===== config.mk =====
export PLATFORM = sky130hd
export DESIGN_NAME = sd_spi_master
export DESIGN_NICKNAME = d
export VERILOG_FILES = /design/src/rtl/sd_spi_master.sv
export SDC_FILE = /design/constraint.sdc
export NUM_CORES = 1
export LEC_CHECK = 0
export ABC_AREA = 0
export BUFFER_PORTS_ARGS = -buffer_cell sky130_fd_sc_hd__buf_2
export CAP_MARGIN = 20
export CELL_PAD_IN_SITES_DETAIL_PLACEMENT = 0
export CELL_PAD_IN_SITES_GLOBAL_PLACEMENT = 1
export CORE_ASPECT_RATIO = 0.7
export CORE_MARGIN = 3
export CORE_UTILIZATION = 40
export DETAILED_ROUTE_END_ITERATION = 16
export PLACE_DENSITY = 0.73
export SETUP_SLACK_MARGIN = 0.5
export SKIP_LAST_GASP = 1
export SLEW_MARGIN = 20
export SYNTH_ARGS = -nofsm -noshare
export SYNTH_HDL_FRONTEND = slang
export SYNTH_SLANG_ARGS = --single-unit

===== constraint.sdc =====
create_clock -name fclk -period 3.1 [get_ports fclk]
set_input_delay 0.31 -clock fclk [delete_from_list [all_inputs] [get_ports fclk]]
set_output_delay 0.31 -clock fclk [all_outputs]
set_load 0.1 [all_outputs]

===== src/rtl/sd_spi_master.sv =====
// SPI mode-0 master for SD card byte transfers, MSB first, with a one-deep
// pending request so back-to-back bytes run without an idle gap.
module sd_spi_master #(
  parameter int CLK_DIV = 2
) (
  input  logic       fclk,
  input  logic       rst,
  input  logic       sd_start,
  input  logic [7:0] sd_datain,
  output logic [7:0] sd_dataout,
  output logic       sd_busy,
  output logic       sd_done,
  output logic       sdclk,
  output logic       sddo,
  input  logic       sddi
);

  localparam int DW = (CLK_DIV > 1) ? $clog2(CLK_DIV) : 1;
  localparam logic [DW-1:0] DIV_TC = DW'(CLK_DIV - 1);

  typedef enum logic {IDLE, XFER} state_t;

  state_t      state, state_nx;
  logic          pending, pending_nx;
  logic [7:0]    pend_data, pend_data_nx;
  logic [7:0]    tx_shift, tx_shift_nx;
  logic [7:0]    rx_shift, rx_shift_nx;
  logic [DW-1:0] div, div_nx;
  logic [3:0]    cnt, cnt_nx;
  logic          sdclk_nx, sddo_nx, sd_done_nx;
  logic [7:0]    sd_dataout_nx;
  logic          div_tc, last;
  logic [7:0]    next_byte;

  assign div_tc  = (div == DIV_TC);
  assign last    = div_tc && (cnt == 4'd15);
  assign sd_busy = (state == XFER) | pending;

  always_comb begin
    state_nx      = state;
    pending_nx    = pending;
    pend_data_nx  = pend_data;
    tx_shift_nx   = tx_shift;
    rx_shift_nx   = rx_shift;
    div_nx        = div;
    cnt_nx        = cnt;
    sdclk_nx      = sdclk;
    sddo_nx       = sddo;
    sd_dataout_nx = sd_dataout;
    sd_done_nx    = 1'b0;
    next_byte     = sd_start ? sd_datain : pend_data;

    case (state)
      IDLE: begin
        sdclk_nx = 1'b0;
        if (sd_start) begin
          tx_shift_nx = sd_datain;
          sddo_nx     = sd_datain[7];
          div_nx      = '0;
          cnt_nx      = 4'd0;
          state_nx    = XFER;
        end
      end
      XFER: begin
        // a start landing on the final edge is consumed directly below
        if (sd_start && !last) begin
          pending_nx   = 1'b1;
          pend_data_nx = sd_datain;
        end
        if (!div_tc) begin
          div_nx = div + DW'(1);
        end else begin
          div_nx   = '0;
          sdclk_nx = ~sdclk;
          cnt_nx   = cnt + 4'd1;
          if (!cnt[0]) begin
            rx_shift_nx = {rx_shift[6:0], sddi};
          end else if (!last) begin
            tx_shift_nx = {tx_shift[6:0], 1'b0};
            sddo_nx     = tx_shift[6];
          end else begin
            sd_dataout_nx = rx_shift;
            sd_done_nx    = 1'b1;
            cnt_nx        = 4'd0;
            if (sd_start || pending) begin
              tx_shift_nx = next_byte;
              sddo_nx     = next_byte[7];
              pending_nx  = 1'b0;
            end else begin
              state_nx = IDLE;
            end
          end
        end
      end
      default: state_nx = IDLE;
    endcase
  end

  always_ff @(posedge fclk) begin
    if (rst) begin
      state      <= IDLE;
      pending    <= 1'b0;
      pend_data  <= 8'h00;
      tx_shift   <= 8'h00;
      rx_shift   <= 8'h00;
      div        <= '0;
      cnt        <= 4'd0;
      sdclk      <= 1'b0;
      sddo       <= 1'b1;
      sd_dataout <= 8'hFF;
      sd_done    <= 1'b0;
    end else begin
      state      <= state_nx;
      pending    <= pending_nx;
      pend_data  <= pend_data_nx;
      tx_shift   <= tx_shift_nx;
      rx_shift   <= rx_shift_nx;
      div        <= div_nx;
      cnt        <= cnt_nx;
      sdclk      <= sdclk_nx;
      sddo       <= sddo_nx;
      sd_dataout <= sd_dataout_nx;
      sd_done    <= sd_done_nx;
    end
  end

endmodule


==> impl_metrics.csv <==
group,metric,value,unit
yosys,ys_async_sr_fraction,0,
sta,hold_viol_final,0,
sta,setup_viol,0,
clock_network,insertion_delay,0.29,ns
routing,drt-total-wl,3982,µm
critical_path,crit_type,"flop to flop",
sta,worst_clock_skew,0.005149,ns
clock_network,cts_setup_buffers,0,
finish,final_nets,247,
place,io_buffers,23,
job,maxCapViolCount,0,
global_routing,antenna_found_initial,0,
critical_path,start_kind,"flop",
global_routing,grt_pass1_vias,1370,
finish,final_common_cell,"dfxtp_1",
clock_network,numCtsBuffers,5,
clock_network,hold_buffers,0,
finish,fin_util,0.4696,
routing,wl_per_cell,13.83,µm
clock_network,cts_root_buffer,"clkbuf_8",
die,io_pins,24,
yosys,synthDistinctLibCells,34,
global_routing,grt_pass1_wl,6962,µm
yosys,netlist_area,0.001913,mm²
die,core_area,0.004479,mm²
clock_network,path_clk_slew,0.08,ns
routing,via_count,1497,
pwr,ir_worst_vdd,0.0001733,V
critical_path,critPathSlowestCell,"dfxtp_1",
sta,worst_pin_slew,0.7676,ns
critical_path,max_stage_delay,0.53,ns
pwr,p_leak,0.0008571,µW
sta,rsz0062_at_grt,"no",
critical_path,cp.required,3.32,ns
die,die_height,63.86,µm
yosys,ys_seq_area_frac,0.4290,
sta,timing.max_slew.rel_slack,0.4882,
sta,fin_crit,1.911,ns
yosys,synthFlopType,"dfxtp_1",
sta,report.final.slew_viol_count,0,
finish,n_antenna_cell,0,
pwr,power.density,475.1,mW/mm²
yosys,synth_top_area_frac,0.4290,
yosys,synth_area_leaders,"dfxtp_1 (43%), mux2i_1 (9.4%), nand2_1 (6.9%)",
global_routing,grt_max_degree,42,
finish,drive_gt1_frac,0.1931,
clock_network,ctsResizeCount,0,
yosys,synth_largest_area_cell,"dfxtp_1",
clock_network,cts_tree,"yes",
yosys,synth_edf_count,0,
die,rows,20,
critical_path,path_buf_inv,0,
global_routing,gr-total-overflow,0,
hold_path,hold_path.class,"input pin to flop",
routing,vias_per_cell,5.198,
yosys,yosysWarnings,0,
critical_path,cpLargestDelayFamily,"compound AO/OA/AOI/OAI gates",
critical_path,arrival,2.13,ns
yosys,synth-seq-cells,41,
critical_path,end_kind,"flop",
sta,hold_slack,0.2647,ns
yosys,synth_nets,229,
place,gp_congestion,0.7727,
die,initial_utilization,0.4271,
status,outcome,"complete, no violations",
critical_path,cp_max_fo,16,
finish,area_delta_synth_final,9.941,%
sta,setup_tns,0,ns
clock_network,cts-htree-levels,2,
die,dieArea,0.005662,mm²
yosys,synthCells,216,
finish,layout.cells.most_common_list,"dfxtp_1 (41), nand2_1 (35), nor2_1 (28)",
clock_network,cts_buffer_depth,2,
critical_path,crit_path_cell_trace,"ha_1, nand4_2, a2bb2oi_1, a31o_1, a21oi_2",
sta,layout_setup_ws,1.189,ns
global_routing,grt_usage,0.1559,
clock_network,clock_sinks,41,
place,place_hpwl,2670,µm
place,dp_worst_setup_slack,1.198,ns
routing,first_pass_iters,4,
routing,drtAntennaViolNets,0,
sta,fmaxAchievable,0.5232,GHz
yosys,synth_area_per_cell,8.857,µm²
die,die_w,88.66,µm
routing,drt_iter0_drc,54,
sta,period_share,0.6166,
routing,route.detailed.drc,0,
tightest hold or removal path, stage by stage:
cell and delay (ns):
buf_2 0.08, mux2i_1 0.05, nor2_1 0.08
power breakdown:
group | leakage, µW | internal (µW) | total [µW] | switching (µW)
Combinational | 0.000484 | 45.5 | 125 | 79.5
Sequential | 0.000333 | 542 | 555 | 13.4
Clock | 0.0000399 | 148 | 319 | 171
synthesized netlist by cell type (2+ instances only):
cell type	n
and3_1	2
inv_1	4
xnor2_1	3
mux2i_1	18
nor2_1	28
a2bb2oi_1	6
a21oi_2	5
a21oi_1	9
buf_6	3
a31o_1	6
nand3b_1	9
o21ai_1	3
nand3_1	13
dfxtp_1	41
a221oi_2	2
a31oi_1	2
nor3_1	3
nand2_1	35
buf_1	2
clkbuf_1	3
buf_2	6
cells by family (layout without fill, tap and decap cells):
| group | count (synthesis) | after routing | share of synthesized area |
|---|---|---|---|
| buffers and inverters | 19 | 36 | 0.05494 |
| muxes | 18 | 18 | 0.09418 |
| xor gates and xnor gates | 3 | 3 | 0.01374 |
| and+or+nand+nor | 95 | 95 | 0.2341 |
| AOI/OAI and AO/OA | 39 | 39 | 0.1674 |
| adders and majority gates | 1 | 1 | 0.006539 |
| DFF | 41 | 41 | 0.4290 |
state kept, by name (all words and copies together) (netlist names):
| register | cells |
|---|---|
| pend_data | 8 |
| rx_shift | 8 |
| sd_dataout | 8 |
| tx_shift | 7 |
| cnt | 4 |
| div | 1 |
| pending | 1 |
| sd_done | 1 |
| sdclk | 1 |
| sddo | 1 |
| state | 1 |
stage by stage:
stage / total power, µW / instance area (µm²) / cells
detailed placement: 692.1 / 2029 / 282
CTS: 1015 / 2103 / 288
global placement: 693.7 / 2029 / 282
floorplan: 665.8 / 1913 / 216
global route: 1053 / 2103 / 288
finish: 999.3 / 2103 / 288
cell type report:
class                   instances  area, µm²
clock buffers                   5      68.82
clock inverters                 1      5.005
fillers                       463       2376
inverters                       4      15.01
multi-input cells             156      987.2
flip-flops and latches         41      820.8
well taps                      55      68.82
repair buffers                 26      137.6
path summary, 6_finish.rpt:
path	start	slack [ns]	end	cells after the start
worst max-delay path	cnt[0]	1.19	tx_shift[3]	5
worst min-delay path	sddi	0.26	rx_shift[0]	3
worst max register to register	cnt[0]	1.19	tx_shift[3]	5
worst min register to register	tx_shift[1]	0.46	tx_shift[1]	2
routing by layer:
metal,vias up,routed length [µm],global-route usage
met2,19,1555,0.1991
met3,6,160,0.05155
met5,-,0,0
met1,686,2233,0.2439
li1,786,-,-
met4,0,32,0.03962
Note: power is estimated with default switching activity, not from simulation.
